## src/rtl/approx_adder_pkg.sv

```systemverilog
// Shared types and default sizing for the approximate adder pipeline.
package approx_adder_pkg;

  typedef enum logic [1:0] {
    AM_EXACT,
    AM_OR,
    AM_TRUNC,
    AM_DUP
  } approx_mode_e;

  localparam int unsigned W_DEF     = 8;
  localparam int unsigned ACC_W_DEF = 32;

endpackage

```

## src/rtl/approx_adder_core.sv

```systemverilog
// Combinational approximate adder: low keff bits approximated per mode,
// upper bits [W-1:keff] always added exactly with a mode-dependent carry-in.
module approx_adder_core
  import approx_adder_pkg::*;
#(
  parameter int unsigned W  = W_DEF,
  parameter int unsigned KW = $clog2(W + 1)
) (
  input  logic [W-1:0]  a_i,
  input  logic [W-1:0]  b_i,
  input  approx_mode_e  mode_i,
  input  logic [KW-1:0] keff_i,
  output logic [W:0]    sum_o
);

  logic [W:0] a_x;
  logic [W:0] b_x;
  logic [W:0] mask;
  logic [W:0] msb_l;
  logic [W:0] exact;
  logic [W:0] upper;
  logic       cin_or;
  logic       dup_bit;

  // Masked upper add with the carry injected at bit keff; keff=0 gives an empty mask, so every mode is exact
  always_comb begin
    a_x     = {1'b0, a_i};
    b_x     = {1'b0, b_i};
    mask    = ((W + 1)'(1) << keff_i) - (W + 1)'(1);
    msb_l   = mask & ~(mask >> 1);
    exact   = a_x + b_x;
    upper   = (a_x & ~mask) + (b_x & ~mask);
    cin_or  = |(a_x & b_x & msb_l);
    dup_bit = |(exact & msb_l);
    case (mode_i)
      AM_OR:    sum_o = (upper + ((W + 1)'(cin_or) << keff_i)) | ((a_x | b_x) & mask);
      AM_TRUNC: sum_o = upper;
      AM_DUP:   sum_o = (exact & ~mask) | (dup_bit ? mask : '0);
      default:  sum_o = exact;
    endcase
  end

endmodule

```

## src/rtl/approx_adder_pipe.sv

```systemverilog
// Two-stage valid/ready approximate adder pipeline.
// Optional error monitor enabled by defining APPROX_ADDER_ERR_MON_EN.
module approx_adder_pipe
  import approx_adder_pkg::*;
#(
  parameter int unsigned W     = W_DEF,
  parameter int unsigned ACC_W = ACC_W_DEF
) (
  input  logic                     clk,
  input  logic                     rst,
  input  logic                     in_valid,
  output logic                     in_ready,
  input  logic [W-1:0]             in_a,
  input  logic [W-1:0]             in_b,
  input  logic [1:0]               cfg_mode,
  input  logic [$clog2(W+1)-1:0]   cfg_k,
  output logic                     out_valid,
  input  logic                     out_ready,
  output logic [W:0]               out_sum,
  input  logic                     stat_clr,
  output logic [ACC_W-1:0]         err_count,
  output logic [ACC_W-1:0]         err_sum,
  output logic [W:0]               err_max
);

  localparam int unsigned KW = $clog2(W + 1);

  logic              s1_valid_q;
  logic [W-1:0]      s1_a_q;
  logic [W-1:0]      s1_b_q;
  approx_mode_e      s1_mode_q;
  logic [KW-1:0]     s1_keff_q;
  logic              s2_valid_q;
  logic [W:0]        s2_sum_q;

  logic              adv1;
  logic              adv2;
  logic [KW-1:0]     keff_d;
  logic [W:0]        approx_sum;

  // Stage advance and config clamp; in_ready depends combinationally on out_ready
  always_comb begin
    adv2   = ~s2_valid_q | out_ready;
    adv1   = ~s1_valid_q | adv2;
    keff_d = (cfg_k > KW'(W)) ? KW'(W) : cfg_k;
  end

  assign in_ready  = adv1;
  assign out_valid = s2_valid_q;
  assign out_sum   = s2_sum_q;

  approx_adder_core #(.W(W)) u_core (
    .a_i    (s1_a_q),
    .b_i    (s1_b_q),
    .mode_i (s1_mode_q),
    .keff_i (s1_keff_q),
    .sum_o  (approx_sum)
  );

  // Pipeline registers: S1 captures the beat with its config, S2 the approximate sum
  always_ff @(posedge clk) begin
    if (rst) begin
      s1_valid_q <= 1'b0;
      s1_a_q     <= '0;
      s1_b_q     <= '0;
      s1_mode_q  <= AM_EXACT;
      s1_keff_q  <= '0;
      s2_valid_q <= 1'b0;
      s2_sum_q   <= '0;
    end else begin
      if (adv1) begin
        s1_valid_q <= in_valid;
        if (in_valid) begin
          s1_a_q    <= in_a;
          s1_b_q    <= in_b;
          s1_mode_q <= approx_mode_e'(cfg_mode);
          s1_keff_q <= keff_d;
        end
      end
      if (adv2) begin
        s2_valid_q <= s1_valid_q;
        if (s1_valid_q) s2_sum_q <= approx_sum;
      end
    end
  end

`ifdef APPROX_ADDER_ERR_MON_EN
  logic [W:0]       exact_sum;
  logic [W:0]       s2_exact_q;
  logic [W:0]       err_abs;
  logic [ACC_W:0]   acc_wide;
  logic [ACC_W-1:0] cnt_q;
  logic [ACC_W-1:0] acc_q;
  logic [W:0]       max_q;

  approx_adder_core #(.W(W)) u_ref (
    .a_i    (s1_a_q),
    .b_i    (s1_b_q),
    .mode_i (AM_EXACT),
    .keff_i (s1_keff_q),
    .sum_o  (exact_sum)
  );

  // Exact sum shadows the S2 result register
  always_ff @(posedge clk) begin
    if (rst)                     s2_exact_q <= '0;
    else if (adv2 && s1_valid_q) s2_exact_q <= exact_sum;
  end

  // Absolute error and widened accumulator sum for saturation detect
  always_comb begin
    err_abs  = (s2_sum_q > s2_exact_q) ? (s2_sum_q - s2_exact_q) : (s2_exact_q - s2_sum_q);
    acc_wide = {1'b0, acc_q} + (ACC_W + 1)'(err_abs);
  end

  // Statistics on result transfer; a coincident clear takes priority
  always_ff @(posedge clk) begin
    if (rst || stat_clr) begin
      cnt_q <= '0;
      acc_q <= '0;
      max_q <= '0;
    end else if (s2_valid_q && out_ready) begin
      if (err_abs != '0 && cnt_q != '1) cnt_q <= cnt_q + 1'b1;
      acc_q <= acc_wide[ACC_W] ? '1 : acc_wide[ACC_W-1:0];
      if (err_abs > max_q) max_q <= err_abs;
    end
  end

  assign err_count = cnt_q;
  assign err_sum   = acc_q;
  assign err_max   = max_q;
`else
  logic unused_stat_clr;
  assign unused_stat_clr = stat_clr;
  assign err_count       = '0;
  assign err_sum         = '0;
  assign err_max         = '0;
`endif

endmodule
```

## config.mk

```make
export PLATFORM = sky130hd
export DESIGN_NAME = approx_adder_pipe
export DESIGN_NICKNAME = d
export VERILOG_FILES = /design/src/rtl/approx_adder_pkg.sv /design/src/rtl/approx_adder_core.sv /design/src/rtl/approx_adder_pipe.sv
export SDC_FILE = /design/constraint.sdc
export NUM_CORES = 1
export LEC_CHECK = 0
export ABC_AREA = 0
export ABC_CLOCK_PERIOD_IN_PS = 5500
export BUFFER_PORTS_ARGS = -buffer_cell sky130_fd_sc_hd__buf_2
export CAP_MARGIN = 10
export CORE_ASPECT_RATIO = 0.9
export CORE_UTILIZATION = 54
export CTS_CLUSTER_DIAMETER = 50
export DETAILED_ROUTE_END_ITERATION = 10
export PLACE_DENSITY = 0.88
export SLEW_MARGIN = 25
export SYNTH_ARGS = -nofsm -noshare
export SYNTH_HDL_FRONTEND = slang
export SYNTH_SLANG_ARGS = --single-unit
```

## constraint.sdc

```tcl
create_clock -name clk -period 5.5 [get_ports clk]
set_input_delay 1.1 -clock clk [delete_from_list [all_inputs] [get_ports clk]]
set_output_delay 1.1 -clock clk [all_outputs]
set_load 0.01 [all_outputs]
```

; ---- Word-level counts from Yosys, hierarchy flattened
; Cells that the tools add are included.
; Widths: inputs -> output; s select.
[classes]
addsub = 4
n_reduce_logical = 4
n_lt_le_gt_ge = 1
n_bitwise = 17
eq_ne = 3
n_mux = 3
shift = 2
[op_table]
columns = operator, count
row1 = $and 9x9->9, 5
row2 = $pmux 9 s3, 1
row3 = $add 9x9->9, 2
row4 = $and 8x9->9, 2
row5 = $or 9x9->9, 2
row6 = $reduce_or 9->1, 2
row7 = $add 8x8->9, 1
row8 = $mux 9, 1
row9 = $not 8->9, 1
row10 = $not 9->9, 1
row11 = $shl 1x4->9, 1
row12 = $shl 1x4->9 const A, 1
row13 = $sub 9x2->9 const B, 1
row14 = $and 8x8->8, 1
row15 = $or 8x8->8, 1
row16 = $eq 2x2->1 const B, 2
row17 = $gt 4x4->1 const B, 1
row18 = $mux 4, 1
row19 = $reduce_and 2->1, 2
row20 = $eq 2x1->1 const B, 1
row21 = $not 1->1, 2
row22 = $or 1x1->1, 2
[word_totals]
elab_cells = 41
input_bits = 27
ff_bits = 33

; ---- Logic depth before layout (Yosys ltp)
[logic_depth]
word_depth = 10
ltp_mapped = 23
ltp_nobuf = 21

; ---- Cells and area by module
; A second synthesis with hierarchy kept.
[unflattened]
cells_unflattened = 536
hier_area_um2 = 3970.1
[by_module_without_submodules]
columns = mod, area_each_um2, n_inst, seq_area_each_um2, cells_per_inst
row1 = approx_adder_core, 2133.3, 1, 0.0, 314
row2 = approx_adder_pipe, 1836.8, 1, 660.6, 222

; ---- Least setup slack after synthesis
; Ideal clock, no wire load.
[synth_timing]
path_kind = reg-to-reg
startpoint = register s1_keff_q[0]
endpoint = register s2_sum_q[7], in the netlist out_sum[7]
stages_incl_launch_ff = 20
arrival_time_ns = 4.039
synth_period_minus_slack_ns = 4.161
setup_time_ns = 0.122
n_path_buf = 2
slack_ns = 1.339
path_cell_list = dfxtp_1 > buf_6 > clkbuf_1 > nand2b_1 > or2_2 > ha_1 > or4_4 > a21boi_2 > a21oi_1 > and2_1 > ha_1 > nand3_1 > o2111ai_1 > xor2_1 > ha_1 > o41ai_1 > xor2_1 > o211ai_1 > a32oi_1 > o21ai_1
[synth_via]
elab_chain_len = 10
[synth_lines]
columns = element, line
row1 = from (decl), approx_adder_pipe.sv:32  ; logic [KW-1:0] s1_keff_q;
row2 = from (signal assigned), approx_adder_pipe.sv:77  ; s1_keff_q <= keff_d;
row3 = "parallel branches: the longest is 9 deep, another holds $sub 9x2->9", -
row4 = $pmux 9 s3 (*), approx_adder_core.sv:35  ; case (mode_i)
row5 = to (signal assigned), approx_adder_pipe.sv:82  ; if (s1_valid_q) s2_sum_q <= approx_sum;
row6 = to (decl), approx_adder_pipe.sv:34  ; logic [W:0] s2_sum_q;
; Every way passes the cells marked *.
; A chain may end at the register's enable or synchronous reset.

; ---- Worst setup path after layout
[layout_timing]
startpoint = register s1_keff_q[2]
endpoint = register s2_sum_q[7], in the netlist out_sum[7]
; The elaborated chain is that of the path after synthesis.

==> results.toml <==
[cts]
clk_pin_slew_ns = 0.08
clkLatencyLatePin_ns = 0.29
cts_hold_buf = 0
clockRootBuffer = "clkbuf_8"
cts-htree-levels = 2
cts_resized = 0
clk_path_buf_depth = 2
postCtsSetupRepairBufs = 0
clock-sinks = 33
cts_tree = "built"
cts_buffers = 5

[timing]
rsz0062_at_grt = "false"
maxSlewViolCount = 0
slew_headroom_pct = 47.2
fmax_ghz = 0.200
period_needed_ns = 4.99
period_share_pct = 90.7
finalWorstSetupSlack_ns = 0.510
setup_violations = 0
tightest_slew_ns = 0.790
hold_violations = 0
skew_ns = 0.00662
setup_tns_ns = 0

[global_routing]
grt_pass1_vias = 3381
grt_max_degree = 36
antenna_found_initial = 0
grt-ovfl-total = 0
grt_util_all_layers_pct = 26.9
grt_pass1_wl_um = 16400

[logic_synthesis]
syn_area_per_cell_um2 = 7.26
synth_top_cell_by_area = "dfxtp_1"
synth_adder_area_share_pct = 12.2
synth-seq-area-share_pct = 16.6
synth.distinct_cells = 71
synth_compound_area_share_pct = 24.1
yosys_warnings = 0
synthSimpleGateAreaFrac_pct = 22.1
synth_most_common_cell = "buf_4"
synth_top_family_by_area = "compound AO/OA/AOI/OAI gates"
ys_top_cells_by_count = "73 x buf_4, 59 x nand2_1, 51 x a21oi_1"
synth_xor_xnor_area_share_pct = 3.87
synthFlopType = "dfxtp_1"
ys_seq_elements = 33
muxShareOfSynthArea_pct = 1.26
synth_area_leaders = "dfxtp_1 17%, buf_4 14%, ha_1 11%"
synthArstFlopShare_pct = 0
syn-cell-area_um2 = 3980
yosysTopAreaCellShare_pct = 16.6
syn-instance-count = 548
synth_edf_count = 0

[route]
route.detailed.wl_per_inst_um = 15.4
vias_per_cell = 5.77
via_count = 3828
dr.pass1.iters = 5
drt-total-wl_um = 10200
drtAntennaViolNets = 0
drtIter0Drc = 502
drc = 0

[final_layout]
postLayoutCellArea_um2 = 4040
seqCellArea_um2 = 661
drive_above_1_share_pct = 10.9
final_nets = 634
fillCellCount = 664
antenna-diode-count = 0
multiInputGateArea_um2 = 2800
syn2layout_area_growth_pct = 1.60

[worst_setup_path]
rr_worst_depth = 19
critPathRequiredTime_ns = 5.68
critPathMaxFanout = 15
cp_data_arrival_time_ns = 5.17
start_kind = "flop"
end_kind = "flop"
critPathKind = "flop to flop"

[floorplan]
design.core.area_um2 = 7080
fp-row-count = 29
die_area_um2 = 7720
start_util_pct = 56.2
fp.dieH_um = 83.4
top_level_ports = 111
die_width_um = 92.5

[place]
gp_congestion = 0.992
dp_hpwl_um = 8020
place_area_um2 = 3930
dp_slack_ns = 0.698
port_buffers = 36

[job]
max_cap_violations = 0

[worst_hold_path]
hold_path.class = "flop to flop"
hold-path-cell-count = 2

[power_and_ir_drop]
power.density_nw_per_um2 = 192
power_uw = 778
vdd_drop_max_uv = 183
leakagePower_uw = 0.00181

[status]
outcome = "complete, no violations"
## kinds of logic (layout without fill, tap and decap cells)
logic type | Yosys count | in the layout
AND/OR/NAND/NOR | 179 | 179
AO/OA/AOI/OAI | 145 | 145
buffers and inverters | 132 | 83
adder cells (fa/ha/maj) | 37 | 37
flip-flops | 33 | 33
XOR/XNOR | 16 | 16
multiplexers | 5 | 5
other | 1 | 73
## layout make-up
class	instances	share of cell area [%]
clock inverter	3	1.15
sequential	33	16.3
clock buffer	5	1.70
timing repair buffer	42	5.57
tap	93	2.88
multi-input combinational	455	69.3
inverter	33	3.06
## per-stage QoR
| step | std cells | util [%] | hold slack, ns |
|---|---|---|---|
| 6_report | 664 | 57.1 | 0.459 |
| 5_1_grt | 664 | 57.1 | 0.484 |
| 4_1_cts | 664 | 57.1 | 0.459 |
| 3_5_place_dp | 656 | 55.5 | 0.449 |
| 3_3_place_gp | 656 | 55.5 | 0.441 |
| 2_1_floorplan | 620 | - | 0.453 |
## layer usage
layer	part of all wire (%)	vias up	GRT usage (%)
li1	-	1818	-
met5	0	-	0
met2	46	267	43.8
met4	3.1	0	10.1
met3	11	37	3.57
met1	40	1706	36.0
## placed cells by master, fill, tap and decap left out, types with 4 or more instances in the layout
cell type  instances
a211oi_1           7
a21o_1             5
a21oi_1           51
and2_1             9
buf_2             36
buf_4              6
clkbuf_8           5
conb_1            73
dfxtp_1           33
ha_1              34
inv_1             32
mux2i_1            5
nand2_1           59
nand2b_1          12
nand3_1           11
nand3b_1           4
nor2_1            42
nor2b_1            5
nor3_1            16
o2111ai_1          5
o211ai_1           5
o21a_1             5
o21ai_0           16
o21ai_1            8
o221ai_1           4
or3_1              4
xnor2_1            6
xor2_1             9
## sequential cells by signal (all words and copies together) (netlist names)
name / cells
s1_a_q: 8
out_sum: 9
out_valid: 1
s1_keff_q: 4
s1_mode_q: 2
s1_valid_q: 1
s1_b_q: 8
## worst paths after layout
check,start,to,slack (ns)
setup / recovery,s1_keff_q[2],out_sum[7],0.51
hold / removal,out_sum[1],out_sum[1],0.46
setup reg to reg,s1_keff_q[2],out_sum[7],0.51
hold reg to reg,out_sum[1],out_sum[1],0.46
## report_power, final
group	leakage (µW)	internal [µW]	switching, µW
Clock	0.0000543	136	101
Combinational	0.00148	95.1	175
Sequential	0.000271	253	17.9
## critical path: stages, from the launching register on
cell	delay, ns
dfxtp_1	0.32
or2_1	0.32
nor3_1	0.34
inv_1	0.19
ha_1	0.28
buf_4	0.19
or4_1	0.43
nand3_1	0.13
nor2_1	0.06
a211o_1	0.31
a21oi_2	0.34
nor2_1	0.10
ha_1	0.31
a21oi_1	0.21
o211ai_1	0.19
o41ai_1	0.47
xor2_1	0.24
o211ai_1	0.12
a32oi_1	0.23
o21ai_1	0.08
No activity file was read; power rests on OpenSTA's default activity.
